## config.mk

```make
export PLATFORM = sky130hd
export DESIGN_NAME = mem_tester_flat
export DESIGN_NICKNAME = d
export VERILOG_FILES = /design/src/rtl/mem_tester_pkg.sv /design/src/rtl/mem_tester_if.sv /design/src/rtl/mem_pattern_gen.sv /design/src/rtl/mem_tester.sv /design/src/flat_wrapper.sv
export SDC_FILE = /design/constraint.sdc
export NUM_CORES = 1
export LEC_CHECK = 0
export BUFFER_PORTS_ARGS = -buffer_cell sky130_fd_sc_hd__clkbuf_2
export CORE_UTILIZATION = 45
export DETAILED_ROUTE_END_ITERATION = 12
export HOLD_SLACK_MARGIN = 0.02
export MAX_ROUTING_LAYER = met4
export PLACE_DENSITY = 0.72
export SETUP_SLACK_MARGIN = 0.1
export SYNTH_ARGS = -nofsm -noshare
export SYNTH_HDL_FRONTEND = slang
export SYNTH_SLANG_ARGS = --single-unit
```

## constraint.sdc

```tcl
create_clock -name clk -period 12.51 [get_ports clk]
set_input_delay 0.6255 -clock clk [delete_from_list [all_inputs] [get_ports clk]]
set_output_delay 0.6255 -clock clk [all_outputs]
set_load 0.01 [all_outputs]
```

## src/rtl/mem_tester_pkg.sv

```systemverilog
// rtl/mem_tester_pkg.sv - shared encodings for the memory tester and the memory core
// Core command codes, tester state encoding and the test pattern function.
package mem_tester_pkg;

  typedef enum logic [1:0] {
    CTRL_IDLE  = 2'b00,
    CTRL_WRITE = 2'b01,
    CTRL_READ  = 2'b10
  } ctrl_e;

  typedef enum logic [2:0] {
    S_IDLE = 3'd0,
    S_WR   = 3'd1,
    S_WGAP = 3'd2,
    S_RD   = 3'd3,
    S_RCHK = 3'd4,
    S_DONE = 3'd5
  } state_e;

  localparam logic [15:0] ERR_MAX = 16'hFFFF;

  // The data written to a word is its own address scrambled by the seed.
  function automatic logic [15:0] pattern_word(input logic [15:0] word_addr,
                                               input logic [15:0] seed);
    return word_addr ^ seed;
  endfunction

endpackage

```

## src/rtl/mem_tester_if.sv

```systemverilog
// rtl/mem_tester_if.sv - run control and memory core bus of the memory tester
// master is the tester side; slave is the requester plus memory core side.
interface mem_tester_if;
  logic        start;
  logic [15:0] baseAddr;
  logic [15:0] length;
  logic [15:0] seed;
  logic [15:0] dataRead;
  logic [1:0]  control;
  logic [15:0] addr;
  logic [15:0] dataWrite;
  logic        busy;
  logic        done;
  logic        pass;
  logic [15:0] errCount;
  logic [15:0] failAddr;

  modport master (
    input  start, baseAddr, length, seed, dataRead,
    output control, addr, dataWrite, busy, done, pass, errCount, failAddr
  );

  modport slave (
    output start, baseAddr, length, seed, dataRead,
    input  control, addr, dataWrite, busy, done, pass, errCount, failAddr
  );
endinterface

```

## src/rtl/mem_pattern_gen.sv

```systemverilog
// rtl/mem_pattern_gen.sv - address and expected data for word index idx
// Address wraps modulo 2^16 from the base.
module mem_pattern_gen
  import mem_tester_pkg::*;
(
  input  logic [15:0] base,
  input  logic [15:0] seed,
  input  logic [15:0] idx,
  output logic [15:0] word_addr,
  output logic [15:0] word_data
);

  assign word_addr = base + idx;
  assign word_data = pattern_word(word_addr, seed);

endmodule

```

## src/rtl/mem_tester.sv

```systemverilog
// rtl/mem_tester.sv - write-then-read-back memory tester with error count and first fail address
// Every output is a register loaded from the next-state decode, so it lines up with the state.
module mem_tester
  import mem_tester_pkg::*;
#(
  parameter int ACC_CYC = 2
) (
  input  logic          clk,
  input  logic          rst,
  mem_tester_if.master  bus
);

  localparam logic [3:0] LAST_CYC = 4'(ACC_CYC - 1);

  state_e      state, state_nx;
  logic [3:0]  cnt, cnt_nx;
  logic [15:0] idx, idx_nx;
  logic [15:0] base_q, base_nx;
  logic [15:0] len_q, len_nx;
  logic [15:0] seed_q, seed_nx;
  logic [15:0] exp_q, exp_nx;

  ctrl_e       control_q, control_nx;
  logic [15:0] addr_q, addr_nx;
  logic [15:0] wdata_q, wdata_nx;
  logic [15:0] err_q, err_nx;
  logic [15:0] fail_q, fail_nx;
  logic        busy_q, busy_nx;
  logic        done_q, done_nx;
  logic        pass_q, pass_nx;

  logic [15:0] gen_addr, gen_data;
  logic        last_word;
  logic        mismatch;

  assign last_word = (idx + 16'd1) == len_q;
  assign mismatch  = bus.dataRead != exp_q;

  // Fed with next-cycle values so the registered addr/data match the state being entered.
  mem_pattern_gen u_pattern (
    .base      (base_nx),
    .seed      (seed_nx),
    .idx       (idx_nx),
    .word_addr (gen_addr),
    .word_data (gen_data)
  );

  always_ff @(posedge clk or negedge rst) begin
    if (!rst) begin
      state     <= S_IDLE;
      cnt       <= 4'd0;
      idx       <= 16'h0;
      base_q    <= 16'h0;
      len_q     <= 16'h0;
      seed_q    <= 16'h0;
      exp_q     <= 16'h0;
      control_q <= CTRL_IDLE;
      addr_q    <= 16'h0;
      wdata_q   <= 16'h0;
      err_q     <= 16'h0;
      fail_q    <= 16'h0;
      busy_q    <= 1'b0;
      done_q    <= 1'b0;
      pass_q    <= 1'b0;
    end else begin
      state     <= state_nx;
      cnt       <= cnt_nx;
      idx       <= idx_nx;
      base_q    <= base_nx;
      len_q     <= len_nx;
      seed_q    <= seed_nx;
      exp_q     <= exp_nx;
      control_q <= control_nx;
      addr_q    <= addr_nx;
      wdata_q   <= wdata_nx;
      err_q     <= err_nx;
      fail_q    <= fail_nx;
      busy_q    <= busy_nx;
      done_q    <= done_nx;
      pass_q    <= pass_nx;
    end
  end

  always_comb begin
    state_nx = state;
    cnt_nx   = cnt;
    idx_nx   = idx;
    base_nx  = base_q;
    len_nx   = len_q;
    seed_nx  = seed_q;
    err_nx   = err_q;
    fail_nx  = fail_q;
    pass_nx  = pass_q;
    case (state)
      S_IDLE: begin
        if (bus.start) begin
          base_nx  = bus.baseAddr;
          len_nx   = bus.length;
          seed_nx  = bus.seed;
          err_nx   = 16'h0;
          fail_nx  = 16'h0;
          idx_nx   = 16'h0;
          cnt_nx   = 4'd0;
          pass_nx  = bus.length == 16'h0;
          state_nx = (bus.length == 16'h0) ? S_DONE : S_WR;
        end
      end
      S_WR: begin
        if (cnt == LAST_CYC) begin
          cnt_nx   = 4'd0;
          state_nx = S_WGAP;
        end else begin
          cnt_nx = cnt + 4'd1;
        end
      end
      S_WGAP: begin
        if (last_word) begin
          idx_nx   = 16'h0;
          state_nx = S_RD;
        end else begin
          idx_nx   = idx + 16'd1;
          state_nx = S_WR;
        end
      end
      S_RD: begin
        if (cnt == LAST_CYC) begin
          cnt_nx   = 4'd0;
          state_nx = S_RCHK;
        end else begin
          cnt_nx = cnt + 4'd1;
        end
      end
      S_RCHK: begin
        // A saturated count never returns to zero, so err_q==0 marks the first miss.
        if (mismatch) begin
          if (err_q != ERR_MAX) err_nx = err_q + 16'd1;
          if (err_q == 16'h0)   fail_nx = addr_q;
        end
        if (last_word) begin
          idx_nx   = 16'h0;
          pass_nx  = err_nx == 16'h0;
          state_nx = S_DONE;
        end else begin
          idx_nx   = idx + 16'd1;
          state_nx = S_RD;
        end
      end
      S_DONE:  state_nx = S_IDLE;
      default: state_nx = S_IDLE;
    endcase
  end

  always_comb begin
    control_nx = CTRL_IDLE;
    addr_nx    = addr_q;
    wdata_nx   = 16'h0;
    exp_nx     = exp_q;
    if (state_nx == S_WR) begin
      control_nx = CTRL_WRITE;
      addr_nx    = gen_addr;
      wdata_nx   = gen_data;
      exp_nx     = gen_data;
    end else if (state_nx == S_RD) begin
      control_nx = CTRL_READ;
      addr_nx    = gen_addr;
      exp_nx     = gen_data;
    end
    busy_nx = (state_nx == S_WR) || (state_nx == S_WGAP) ||
              (state_nx == S_RD) || (state_nx == S_RCHK);
    done_nx = state_nx == S_DONE;
  end

  assign bus.control   = control_q;
  assign bus.addr      = addr_q;
  assign bus.dataWrite = wdata_q;
  assign bus.busy      = busy_q;
  assign bus.done      = done_q;
  assign bus.pass      = pass_q;
  assign bus.errCount  = err_q;
  assign bus.failAddr  = fail_q;

endmodule

```

## src/flat_wrapper.sv

```systemverilog
// flat-port wrapper written by rule: the top's interface ports become plain ports
module mem_tester_flat import mem_tester_pkg::*;
#(
  parameter int ACC_CYC = 2
)
  (clk, rst, bus_start, bus_baseAddr, bus_length, bus_seed, bus_dataRead, bus_control, bus_addr, bus_dataWrite, bus_busy, bus_done, bus_pass, bus_errCount, bus_failAddr);
  mem_tester_if bus_i ();
  input  logic clk;
  input  logic rst;
  input wire logic [$bits(bus_i.start)-1:0] bus_start;
  input wire logic [$bits(bus_i.baseAddr)-1:0] bus_baseAddr;
  input wire logic [$bits(bus_i.length)-1:0] bus_length;
  input wire logic [$bits(bus_i.seed)-1:0] bus_seed;
  input wire logic [$bits(bus_i.dataRead)-1:0] bus_dataRead;
  output wire logic [$bits(bus_i.control)-1:0] bus_control;
  output wire logic [$bits(bus_i.addr)-1:0] bus_addr;
  output wire logic [$bits(bus_i.dataWrite)-1:0] bus_dataWrite;
  output wire logic [$bits(bus_i.busy)-1:0] bus_busy;
  output wire logic [$bits(bus_i.done)-1:0] bus_done;
  output wire logic [$bits(bus_i.pass)-1:0] bus_pass;
  output wire logic [$bits(bus_i.errCount)-1:0] bus_errCount;
  output wire logic [$bits(bus_i.failAddr)-1:0] bus_failAddr;
  assign bus_i.start = bus_start;
  assign bus_i.baseAddr = bus_baseAddr;
  assign bus_i.length = bus_length;
  assign bus_i.seed = bus_seed;
  assign bus_i.dataRead = bus_dataRead;
  assign bus_control = bus_i.control;
  assign bus_addr = bus_i.addr;
  assign bus_dataWrite = bus_i.dataWrite;
  assign bus_busy = bus_i.busy;
  assign bus_done = bus_i.done;
  assign bus_pass = bus_i.pass;
  assign bus_errCount = bus_i.errCount;
  assign bus_failAddr = bus_i.failAddr;
  mem_tester #(.ACC_CYC(ACC_CYC)) u_core (.clk(clk), .rst(rst), .bus(bus_i));
endmodule
```

; Word-level counts from Yosys, hierarchy flattened
; Index checks and enable logic that the tools add are counted.
; Widths: inputs -> output; s select.
[totals]
register_bits = 156
latch_bits = 0
ram_bits = 0
rom_bits = 0
elab_cells = 89
n_memories = 0
[op_classes]
add_sub_neg = 4
n_mul = 0
n_div = 0
order_cmp = 0
n_eq_ne = 17
shifts = 0
mux = 35
bitwise_logic = 1
n_reduce_logical = 17
[ops]
columns = operator, count
row1 = $mux 16, 17
row2 = $pmux 16 s2, 3
row3 = $logic_not 16->1, 3
row4 = $add 16x1->16 const B, 2
row5 = $add 16x16->16, 1
row6 = $eq 16x16->1, 1
row7 = $ne 16x16->1, 1
row8 = $ne 16x16->1 const B, 1
row9 = $xor 16x16->16, 1
row10 = $mux 3, 5
row11 = $pmux 3 s5, 1
row12 = $eq 3x2->1 const B, 4
row13 = $eq 3x3->1 const B, 3
row14 = $mux 4, 2
row15 = $pmux 4 s2, 1
row16 = $eq 3x1->1 const B, 2
row17 = $mux 2, 3
row18 = $ne 2x1->1 const B, 3
row19 = $reduce_and 2->1, 3
row20 = $reduce_bool 2->1, 3
row21 = $add 4x1->4 const B, 1
row22 = $eq 4x1->1 const B, 1
row23 = $reduce_and 4->1, 1
row24 = $reduce_or 2->1, 2
row25 = other kinds (6), 9

; Longest topological paths before layout
[depth]
word_depth = 8
ltp_mapped = 21

; Hierarchy
; From an unflattened synthesis, not the netlist that was laid out.
[unflattened]
cells_unflattened = 904
area_unflattened_um2 = 8687.1
[by_module_without_submodules]
columns = module, n_inst, cells_per_inst, area_each_um2, seq_area_each_um2
row1 = mem_tester, 1, 788, 7688.6, 3903.7
row2 = mem_pattern_gen, 1, 116, 998.5, 0.0

; Worst setup path after synthesis
; Ideal clock, no wire load.
[synth_path]
kind = register to register
start = reg u_core.idx[1]
end = reg u_core.addr_q[14] (netlist: u_core.bus.addr[14])
setup_time_ns = 0.125
arrival_time_ns = 4.845
required_time_ns = 12.385
slack_ns = 7.540
stages_incl_launch_ff = 20
n_path_buf = 1
cell_sequence = dfrtp_1 -> ha_1 -> nand3_2 -> or4_4 -> mux2_4 -> nor4_4 -> nand4_1 -> o21ai_1 -> clkbuf_1 -> o21ai_0 -> ha_1 -> a21o_1 -> a21oi_1 -> o21bai_1 -> a21oi_1 -> o211ai_1 -> a31o_2 -> a21o_1 -> xor2_1 -> mux2_4
[synth_via]
elab_chain_cells = 7
elab_cells_between_ends = 14
[synth_rtl]
columns = item, line
row1 = start: declaration, mem_tester.sv:17  ; logic [15:0] idx, idx_nx;
row2 = start signal: assignment, mem_tester.sv:68  ; idx <= idx_nx;
row3 = $add 16x1->16 (*), "mem_tester.sv:36, mem_tester.sv:121, mem_tester.sv:144"
row4 = $eq 16x16->1, mem_tester.sv:36  ; assign last_word = (idx + 16'd1) == len_q;
row5 = $mux 16 (*), "mem_tester.sv:117, mem_tester.sv:139"
row6 = $pmux 16 s2 (*), mem_tester.sv:94  ; case (state)
row7 = named net u_core.idx_nx[2], mem_tester.sv:17
row8 = $add 16x16->16 (*), mem_pattern_gen.sv:13  ; assign word_addr = base + idx;
row9 = $mux 16, mem_tester.sv:163  ; end else if (state_nx == S_RD) begin
row10 = $mux 16 (*), mem_tester.sv:158  ; if (state_nx == S_WR) begin
row11 = end signal: assignment, mem_tester.sv:74  ; addr_q <= addr_nx;
row12 = end: declaration, mem_tester.sv:24  ; logic [15:0] addr_q, addr_nx;
; Mark *: on every way through the listed nets, which the timed path passes. The rest lies on a longest branch. The select of a mux whose other input is x is not followed.
; A chain may end at the register's enable or synchronous reset.

; Worst setup path in the final report
[layout_path]
start = reg u_core.idx[0]
end = reg u_core.addr_q[14] (netlist: u_core.bus.addr[14])
[layout_via]
elab_chain_cells = 7
elab_cells_between_ends = 14
[layout_rtl]
columns = item, line
row1 = $add 16x1->16, "mem_tester.sv:36, mem_tester.sv:121, mem_tester.sv:144"
row2 = $eq 16x16->1, mem_tester.sv:36
row3 = $mux 16, "mem_tester.sv:117, mem_tester.sv:139"
row4 = $pmux 16 s2 (*), mem_tester.sv:94
row5 = named net u_core.idx_nx[0], mem_tester.sv:17
row6 = $add 16x16->16 (*), mem_pattern_gen.sv:13
row7 = $mux 16, mem_tester.sv:163
row8 = $mux 16 (*), mem_tester.sv:158
; Marks and branches as above.

==> impl_summary.log <==
INFO  metric outcome = complete, but fails checks
INFO  metric violations_in_the_final_reports = DRC
INFO  metric cp_num_cells = 21
INFO  metric stdcell_count = around 1200
INFO  metric ant_nets = 0
INFO  metric crit_path_top_delay_cell = sky130_fd_sc_hd__or4_4
INFO  metric synthCells = approximately 890
INFO  metric design.core.area = ~18000 µm²
INFO  metric detailedPlace.worstSlack = just under 7000 ps
INFO  metric startpoint_type = flop
INFO  metric max-clock-path-buffers = 2
INFO  metric synth.ff_latch_count = 156
INFO  metric cpPeakStageDelay = 580 ps
INFO  metric tightestPinTransition = approximately 1200 ps
INFO  metric clkSinkCount = around 160
INFO  metric gr-usage-all-layers = around 24%
INFO  metric hold_buffers = 0
INFO  metric final.min_clock_period = a little under 6000 ps
INFO  metric synth-seq-area-share = approximately 47%
INFO  metric r2r.worst_path.cells = 21
INFO  metric root_buffer = sky130_fd_sc_hd__clkbuf_16
INFO  metric post-synth-top-area-cell = sky130_fd_sc_hd__dfrtp_1
INFO  metric yosysUniqueCellTypes = 65
INFO  metric clkTransAtPathRegs = 70 ps
INFO  metric postSynth.asyncResetShare = 100.0%
INFO  metric clock_tree.htree_level_count = 4
INFO  metric post_detailed_route_drc_marker_count = 18
INFO  metric critPathMaxFanout = 10
INFO  metric setup_viol_count_final = 0
INFO  metric die_area = around 19000 µm²
INFO  metric global_route_wire_length_before_repair = 35.49 mm
INFO  metric drt-total-wl = around 21 mm
INFO  metric worst_ep_arrival_time = between 6000 and 7000 ps
INFO  metric drt-pass1-iter-count = 9
INFO  metric routed_via_count_divided_by_cell_count = between 5 and 6
INFO  metric numPlacedInstances = ~1200
INFO  metric static-leakage-power = approximately 4.7 nW
INFO  metric worst-setup-path-type = reg2reg
INFO  metric drtIter0Drc = between 500 and 600
INFO  metric timing.final.max_slew_violations = 0
INFO  metric setup_tns = 0 ps
INFO  metric vdd_drop_max = 0.0001319 V
INFO  metric synth.most_common_cell = sky130_fd_sc_hd__nand2_1
INFO  metric sum_of_overflow_across_all_layers_after_global_routing = 0
INFO  metric netlist_top_cells_count = sky130_fd_sc_hd__nand2_1, sky130_fd_sc_hd__dfrtp_1, sky130_fd_sc_hd__o21ai_0
INFO  metric via_count_of_the_first_global_routing_pass = between 6000 and 7000
INFO  metric die_height = between 100 and 150 µm
INFO  metric critPathTopFamily = compound AO/OA/AOI/OAI gates
INFO  metric grt_setup_unrepaired = no
INFO  metric holdWs = roughly 240 ps
INFO  metric final_net_count = approximately 1100
INFO  metric grt_antenna_before_repair = 0
INFO  metric area.growth.synth_to_final = 17.29%
INFO  metric rows = between 40 and 50
INFO  metric die_x = roughly 140 µm
INFO  metric worst_slack = around 6700 ps
INFO  metric count_of_antenna_diodes_in_the_layout = 0
INFO  metric power = 2.395 mW
INFO  metric avgRoutedWirePerCell = around 17 µm
INFO  metric netlist.area_leader.share = a little under half
INFO  metric synth_flop_cell = sky130_fd_sc_hd__dfrtp_1
INFO  metric timing.critical_path.required = approximately 13000 ps
INFO  metric cts-buffers-inserted = 17
INFO  metric routabilityCongestion = a little over 0.9
INFO  metric synth.avg_cell_area = 9.410 µm²
INFO  metric io_pins = 136
INFO  metric hpwl_after_detailed_placement = between 10 and 15 mm
INFO  metric path_cells = ha_1 -> nand3_2 -> or4_4 -> mux2_4 -> nor4_4 -> nand4_1 -> nor2_1 -> nor4_1 -> a211oi_1 -> o21ai_0 -> ha_1 -> fa_1 -> a21o_1 -> a21oi_1 -> o21bai_1 -> a21oi_1 -> o211ai_1 -> a31o_2 -> a21o_1 -> xor2_1 -> mux2_4
INFO  metric nFillCells = 1626
INFO  metric synthesis.yosys.warnings = 0
INFO  metric timing.max_cap.violations = 0
INFO  metric grt_start_max_net_pins = 80
INFO  metric hold_viol = 0
INFO  metric post_cts_buffers = 0
INFO  metric synth-edff-count = 0
INFO  metric port_buffer_count = 135
INFO  metric endpoint_kind = flop
INFO  metric fin_util = between 50% and 60%
INFO  metric min_period_over_period = approximately 47%
INFO  metric critical_path_buf_inv_count = 0
INFO  metric power.density_cell_area = approximately 240 nW/µm²
INFO  metric clk-insertion-delay-late = ~430 ps
INFO  metric timing.clock.skew = roughly 14 ps
INFO  metric synthTopCellsByArea = sky130_fd_sc_hd__dfrtp_1, sky130_fd_sc_hd__nand2_1, sky130_fd_sc_hd__o21ai_0
INFO  metric maxSlewHeadroom = between 20% and 30%
INFO  metric max_clock_freq = 171.4 MHz
INFO  metric stdcell_area = approximately 9800 µm²
INFO  metric layout-drive-gt1-share = 20.85%
INFO  metric holdCritPathClass = in2async
INFO  metric netlist_area = 8366 µm²
INFO  metric detailed_place.area = 9206 µm²
INFO  metric start_util = a little under half
INFO  metric cts-resized-gates = 0
INFO  metric clock_tree_from_tritoncts = done
INFO  metric route.vias.total = approximately 6900
INFO  metric synth_fp_nets = 975
[cell usage in the layout (no fill, tap or decap), drive strengths merged, types with 9 or more instances in the layout]
cell type / instances
nand2: 173
dfrtp: 156
clkbuf: 152
o21ai: 67
nor2: 49
inv: 48
xor2: 37
xnor2: 36
mux2i: 29
nand3: 28
a21oi: 25
nand4: 19
ha: 18
nor4: 18
mux2: 18
o31ai: 15
nor3: 10
buf: 9
[cell families (layout without fill, tap and decap cells)]
family / after synthesis / in the layout / share of synthesized area (%)
fa+ha+maj: 19 / 19 / 2.932
mux: 47 / 47 / 6.342
buf+inv: 87 / 215 / 4.262
simple gates: 344 / 344 / 19.55
compound gates: 161 / 161 / 12.07
xor+xnor: 75 / 75 / 8.181
flops: 156 / 156 / 46.66
[per-layer routing]
layer  GRT usage [%]  routed length [µm]  vias to the layer above
li1                -                   -                     3330
met1           31.37                9480                     3289
met2           37.51                9883                      208
met3           5.023                1102                       37
met4           9.344                 631                        0
met5               -                   0                        -
[path summary, 6_finish.rpt]
check | start | end | slack (ps)
worst max-delay path | u_core.idx[0]$_DFF_PN0_ | u_core.bus.addr[14]$_DFFE_PN0P_ | 6680
worst min-delay path | rst | u_core.cnt[1]$_DFFE_PN0P_ | 240
worst max register to register | u_core.idx[0]$_DFF_PN0_ | u_core.bus.addr[14]$_DFFE_PN0P_ | 6680
worst min register to register | u_core.base_q[0]$_DFF_PN0_ | u_core.base_q[0]$_DFF_PN0_ | 480
max in group asynchronous | rst | u_core.bus.addr[15]$_DFFE_PN0P_ | 10800
min in group clk | bus_length[3] | u_core.len_q[3]$_DFFE_PN0P_ | 400
[worst reg2reg max path: cells and delay by family, from the launching register on]
family / cells / cell delay, ps
xor+xnor: 1 / 140
mux: 2 / 580
compound gates: 9 / 1890
fa+ha+maj: 3 / 990
simple gates: 6 / 1590
flops: 1 / 520
[report_power, final]
part	total (mW)	switching [mW]	internal, mW
Combinational	1.04	0.593	0.444
Clock	0.534	0.231	0.303
Sequential	0.825	0.129	0.696
Total	2.40	0.953	1.44
[registers in the layout, indices dropped and copies added (netlist names), 2 cells and up]
signal,cells
u_core.exp_q,16
u_core.state,3
u_core.bus.failAddr,16
u_core.seed_q,16
u_core.cnt,4
u_core.bus.addr,16
u_core.len_q,16
u_core.idx,16
u_core.base_q,16
u_core.bus.errCount,16
u_core.bus.dataWrite,16
u_core.bus.control,2
[final cells by class]
cell class	instances	area [µm²]	share of cell area, %
Tap cell	229	286.5	2.920
Multi-Input combinational cell	646	4124	42.03
Clock inverter	14	176.4	1.798
Sequential cell	156	3904	39.79
Clock buffer	18	429.2	4.374
Inverter	40	150.1	1.530
Timing Repair Buffer	143	742.0	7.562
(Power assumes the default switching activity.)
